File: src/rtl/dp_demux_loader.sv
// Serial-to-parallel loader for the bubble-sort datapath: fills a register bank
// from a valid/ready stream, then takes sorter swap write-backs by slot index.
module dp_demux_loader #(
  parameter int datawidth = 8,
  parameter int depth     = 8,
  parameter int ptrwidth  = 3
) (
  input  logic                       clk,
  input  logic                       rst,
  input  logic [datawidth-1:0]       in_data,
  input  logic                       in_valid,
  output logic                       in_ready,
  input  logic                       clear,
  input  logic                       wr_en,
  input  logic [ptrwidth-1:0]        wr_idx,
  input  logic [datawidth-1:0]       wr_data,
  output logic                       full,
  output logic [ptrwidth:0]          count,
  output logic [depth*datawidth-1:0] bank_out
);

  typedef enum logic {
    ST_LOAD = 1'b0,
    ST_FULL = 1'b1
  } state_t;

  state_t              r_state;
  state_t              w_state_next;
  logic [ptrwidth-1:0] r_ptr;
  logic [ptrwidth-1:0] w_ptr_next;
  logic                w_accept;
  logic                w_swap;

  assign in_ready = (r_state == ST_LOAD) && !clear;
  assign w_accept = in_ready && in_valid;
  assign w_swap   = (r_state == ST_FULL) && wr_en;
  assign full     = (r_state == ST_FULL);
  assign count    = (r_state == ST_FULL) ? (ptrwidth + 1)'(depth) : {1'b0, r_ptr};

  always_ff @(posedge clk) begin
    if (rst) begin
      r_state <= ST_LOAD;
      r_ptr   <= '0;
    end else begin
      r_state <= w_state_next;
      r_ptr   <= w_ptr_next;
    end
  end

  always_comb begin
    w_state_next = r_state;
    w_ptr_next   = r_ptr;
    case (r_state)
      ST_LOAD: begin
        if (clear) begin
          w_ptr_next = '0;
        end else if (w_accept) begin
          // Last slot filled: pointer wraps so the next load starts at slot 0.
          if (r_ptr == ptrwidth'(depth - 1)) begin
            w_ptr_next   = '0;
            w_state_next = ST_FULL;
          end else begin
            w_ptr_next = r_ptr + ptrwidth'(1);
          end
        end
      end
      ST_FULL: begin
        if (clear) begin
          w_ptr_next   = '0;
          w_state_next = ST_LOAD;
        end
      end
      default: begin
        w_state_next = ST_LOAD;
        w_ptr_next   = '0;
      end
    endcase
  end

  // Indices at or beyond depth match no slot, so out-of-range swaps are dropped.
  generate
    for (genvar gi = 0; gi < depth; gi++) begin : g_slot
      logic [datawidth-1:0] r_slot;

      always_ff @(posedge clk) begin
        if (rst) begin
          r_slot <= '0;
        end else if (w_accept && (r_ptr == ptrwidth'(gi))) begin
          r_slot <= in_data;
        end else if (w_swap && (wr_idx == ptrwidth'(gi))) begin
          r_slot <= wr_data;
        end
      end

      assign bank_out[gi*datawidth +: datawidth] = r_slot;
    end
  endgenerate

endmodule

File: config.mk
export PLATFORM = sky130hd
export DESIGN_NAME = dp_demux_loader
export DESIGN_NICKNAME = d
export VERILOG_FILES = /design/src/rtl/dp_demux_loader.sv
export SDC_FILE = /design/constraint.sdc
export NUM_CORES = 1
export LEC_CHECK = 0
export ABC_CLOCK_PERIOD_IN_PS = 2300
export CORE_AREA = 5 5 117 119
export CTS_CLUSTER_DIAMETER = 150
export DETAILED_ROUTE_END_ITERATION = 10
export DIE_AREA = 0 0 122 124
export PLACE_DENSITY = 0.6
export SLEW_MARGIN = 10
export SYNTH_ARGS = -nofsm -noshare
export SYNTH_HDL_FRONTEND = slang
export SYNTH_SLANG_ARGS = --single-unit
File: constraint.sdc
create_clock -name clk -period 2.3 [get_ports clk]
set_clock_uncertainty 0.2 [all_clocks]
set_input_delay 0.23 -clock clk [delete_from_list [all_inputs] [get_ports clk]]
set_output_delay 0.23 -clock clk [all_outputs]
set_load 0.02 [all_outputs]
Yosys cells after proc, flatten, opt, wreduce, memory -nomap -nowiden --
Cells that the tools add are included.
Cells by class: $add $sub $neg 1, $mul 0, div/mod/pow operators 0, order comparisons 0, equal/unequal tests 16, shift-type cells 0, mux-type cells 27, bitwise operators 1, reduce and logical (&&, ||, !) cells 31
Operator list (number):
- $mux W8 | 16
- $eq A3 B3 Y1 const B | 8
- $logic_and A1 B1 Y1 | 19
- $reduce_bool A2 Y1 | 8
- $eq A3 B2 Y1 const B | 4
- $mux W3 | 4
- $eq A3 B1 Y1 const B | 2
- $logic_not A3 Y1 | 2
- $pmux W3 S2 | 1
- $mux W1 | 4
- $mux W4 | 1
- $add A3 B1 Y3 const B | 1
- $ne A3 B3 Y1 const B | 1
- $ne A2 B2 Y1 const B | 1
- $pmux W1 S2 | 1
- $reduce_and A2 Y1 | 1
- $logic_not A1 Y1 | 1
- $not A1 Y1 | 1
Storage, ports and cells: flip-flop bits (word level) 68, latch bits 0, bits in writable memories 0, ROM bits 0, input port bits 24, output and inout bits 70, word-level logic and storage cells 86, memories 0

Longest topological paths before layout --
word-level depth 6, mapped depth 7, depth with buffers taken out 5

Worst setup path after synthesis --
No wires, ideal clock.
kind register -> register, start point reg r_ptr[0], end point reg g_slot[7].r_slot[7], setup time 0.112 ns, arrival 1.420 ns, data required time 1.988 ns, setup slack 0.568 ns, stages on the path, launching flop included 7, buffers on the path 1, clock period less this slack 1.732 ns, path through dfxtp_1 ha_1 ha_1 and4bb_2 buf_6 nor2_1 a2111oi_1
Between the ends: cells in the longest elaborated chain, start to end 3, elaborated cells on any way between the ends 4, those cells by class eq/ne: 1; mux: 1; reduce/logical: 2
Ends and longest elaborated chain:
- start, declared | line 29 | logic [ptrwidth-1:0] r_ptr;
- start signal, assigned | line 46 | r_ptr <= w_ptr_next;
- $eq A3 B3 Y1 (*) | line 88 | end else if (w_accept && (r_ptr == ptrwidth'(gi))) begin
- $logic_and A1 B1 Y1 (*) | line 88
- $mux W8 or $reduce_bool A2 Y1 (tied branches)
- end signal, assigned | line 89 | r_slot <= in_data;
- end signal, assigned | line 91 | r_slot <= wr_data;
- end, declared | line 83 | logic [datawidth-1:0] r_slot;
Every way passes the cells marked *; elsewhere a longest branch is shown, timed or not. A chain may end at the register's enable or synchronous reset.

Final worst setup path --
start point reg r_ptr[2], end point out count[2]
Between the ends: cells in the longest elaborated chain, start to end 1
Ends and longest elaborated chain:
- $mux W4 | line 38 | assign count = (r_state == ST_FULL) ? (ptrwidth + 1)'(depth) : {1'b0, r_ptr};
- end, declared | line 18 | output logic [ptrwidth:0] count,
Every way passes these cells.

==> results.toml <==
[worst_setup_path]
cp-end-kind = "output pin"
r2r_start = "r_ptr[0]"
r2r_end = "g_slot[3].r_slot[3]"
critPathLaunchType = "flop"
worstSetupStartpoint = "r_ptr[2]"
crit_required_ns = 1.87
path_max_fanout = 12
rrSetupSlack_ns = 0.27
reg2regPathDepth = 5
worstPathArrival_ns = 1.66
crit_type = "reg -> out"

[synth]
ys_warn_count = 0
synth_seq_cells = 68
synth_nets = 468
synth_area_sq_um = 3670
syn_avg_cell_area_sq_um = 8.38
synth.distinct_cells = 41
seq_area_frac_synth_pct = 37.1
syn_inst = 438

[placement]
routabilityCongestion = 0.828
portBuffers = 93
dpl.hpwl_microns = 9680

[drt]
met2_length_microns = 6110
drt_wl_total_microns = 14000
wl_met1_microns = 6140
final_antenna_net_count = 0
first_pass_iters = 4
num_vias = 3946
vias_per_cell = 5.78
maxUsedRoutingLayer = "met4"
first_iter_violations = 282
wl_met3_microns = 1360
wire_per_inst_microns = 20.6
drc = 0

[clock_tree]
clk_latency_ns = 0.33
cts_htree_levels = 3
cts_max_path_buffers = 2
clkTransAtPathRegs_ns = 0.05
clock_sinks = 68
cts-root-buf = "clkbuf_16"
cts_tree = "yes"
numCtsBuffers = 9
postCtsHoldBufs = 0

[power]
irDropWorstVdd_v = 0.000264
power.density_nw_per_um2 = 557
power.leakage_nw = 1.55

[global_route]
antenna_found_initial = 0
grt_pass1_vias = 3903
grtUsageTotal_pct = 18.4
grt_max_degree = 48
grt_pass1_wl_microns = 21500
grt_overflow = 0

[floorplanning]
initial_core_util_pct = 29.4
coreArea_sq_um = 12500
fp.dieH_microns = 124
die-area_sq_um = 15100
fp.dieW_microns = 122
row_count = 41
top_level_ports = 94

[sta]
fin_crit_ns = 2.09
whs_ns = 0.0335
finalHoldViolCount = 0
fmax_mhz = 478
fin_crit_sh_pct = 91.0
setup_viol = 0
rsz0062_at_grt = "false"
worst_pin_slew_ns = 0.790
max-slew-margin-rel_pct = 46.6
drv_slew = 0

[hold_path]
hold_depth = 2
whs_endpoint = "g_slot[7].r_slot[7]"
hp-start = "rst"
hold_path.class = "in -> reg"

[final_layout]
area_delta_synth_final_pct = 35.9
final_core_util_pct = 40.0
final_common_cell = "clkdlybuf4s50_1"
antenna_cells = 0
final_cell_mix = "clkdlybuf4s50_1, dfxtp_1, nor3_1, o21ai_0, a311oi_1"
drive_gt1_share_pct = 9.78
fillers = 1274
nets = 538

[run]
drv_cap = 0

[outcome]
status = "completed"
-- cell usage after synthesis (all sizes together) --
master | n | area (sq um)
a2111oi | 9 | 80.1
a21oi | 9 | 45.0
a311oi | 40 | 350
a31oi | 1 | 6.26
a32oi | 15 | 131
and3 | 1 | 6.26
and3b | 8 | 70.1
and4bb | 2 | 25.0
buf | 35 | 228
clkbuf | 28 | 105
dfxtp | 68 | 1360
ha | 6 | 75.1
inv | 3 | 11.3
mux2i | 2 | 20.0
nand2 | 26 | 100
nand2b | 11 | 68.8
nand3 | 11 | 60.1
nand3b | 3 | 47.6
nand4 | 8 | 50.1
nand4b | 2 | 17.5
nand4bb | 3 | 33.8
nor2 | 22 | 82.6
nor2b | 2 | 12.5
nor3 | 50 | 250
nor3b | 8 | 60.1
nor4bb | 1 | 10.0
o211ai | 8 | 60.1
o21ai | 40 | 200
o221ai | 1 | 8.76
o22ai | 9 | 56.3
or2 | 6 | 37.5
-- through the flow --
| stage | setup slack [ns] | std cells | total power, mW | TNS [ns] | instance area, sq um |
|---|---|---|---|---|---|
| 2_1_floorplan | 0.568 | 438 | 1.39 | 0 | 3670 |
| 3_3_place_gp | 0.0811 | 669 | 1.55 | 0 | 4720 |
| 3_5_place_dp | -0.0221 | 669 | 1.55 | -0.0818 | 4720 |
| 4_1_cts | 0.201 | 683 | 2.78 | 0 | 4990 |
| 5_1_grt | 0.0550 | 683 | 2.87 | 0 | 4990 |
| 6_report | 0.207 | 683 | 2.78 | 0 | 4990 |
-- metal layers --
metal | track usage [%] | up-vias
met5 | 0 | -
met4 | 7.91 | 0
li1 | - | 1805
met3 | 4.86 | 39
met1 | 24.8 | 1892
met2 | 27.9 | 210
-- cells by family (layout without fill, tap and decap cells) --
family / Yosys count / in the layout / share of synthesized area [%]
and+or+nand+nor: 164 / 164 / 25.4
AOI/OAI and AO/OA: 132 / 132 / 25.6
DFF: 68 / 68 / 37.1
buffers and inverters: 66 / 139 / 9.37
adders and majority gates: 6 / 6 / 2.04
muxes: 2 / 2 / 0.545
-- final cells by class --
| type | instances | area, sq um | area share [%] |
|---|---|---|---|
| flip-flops and latches | 68 | 1360 | 27.3 |
| well taps | 172 | 215 | 4.32 |
| clock inverters | 2 | 12.5 | 0.251 |
| multi-input cells | 304 | 1970 | 39.5 |
| inverters | 3 | 11.3 | 0.226 |
| clock buffers | 12 | 246 | 4.94 |
| repair buffers | 122 | 1170 | 23.4 |
-- report_power, final --
group	switching [mW]	internal, mW
logic	0.204	0.125
registers	0.0110	1.20
clock network	0.498	0.746
total	0.713	2.07
-- what timing repair did --
action | CTS | global route
endpoints found under the hold margin | 0 | 0
buffers inserted | 0 | 0
resized for setup | 1 | 0
setup endpoints to repair | 4 | 0
-- critical path, cell delays in order (launching register included) --
cell and delay, ns:
dfxtp_1 0.36, inv_1 0.07, buf_4 0.19, nor2_1 0.11
clkdlybuf4s50_1 0.61
-- worst max-delay path by stage --
stage / to / slack (ns) / depth (start not counted)
after global placement: g_slot[3].r_slot[0] / 0.08 / 4
after floorplan: g_slot[7].r_slot[7] / 0.57 / 6
after detailed placement: g_slot[3].r_slot[7] / -0.02 / 4
final: count[2] / 0.21 / 4
after CTS: count[2] / 0.20 / 4
after global routing: g_slot[3].r_slot[2] / 0.05 / 5
-- flip-flops by register name (all words and copies together) (netlist names) --
signal	flops
g_slot.r_slot	64
full	1
r_ptr	3
Note: power is estimated with default switching activity, not from simulation.
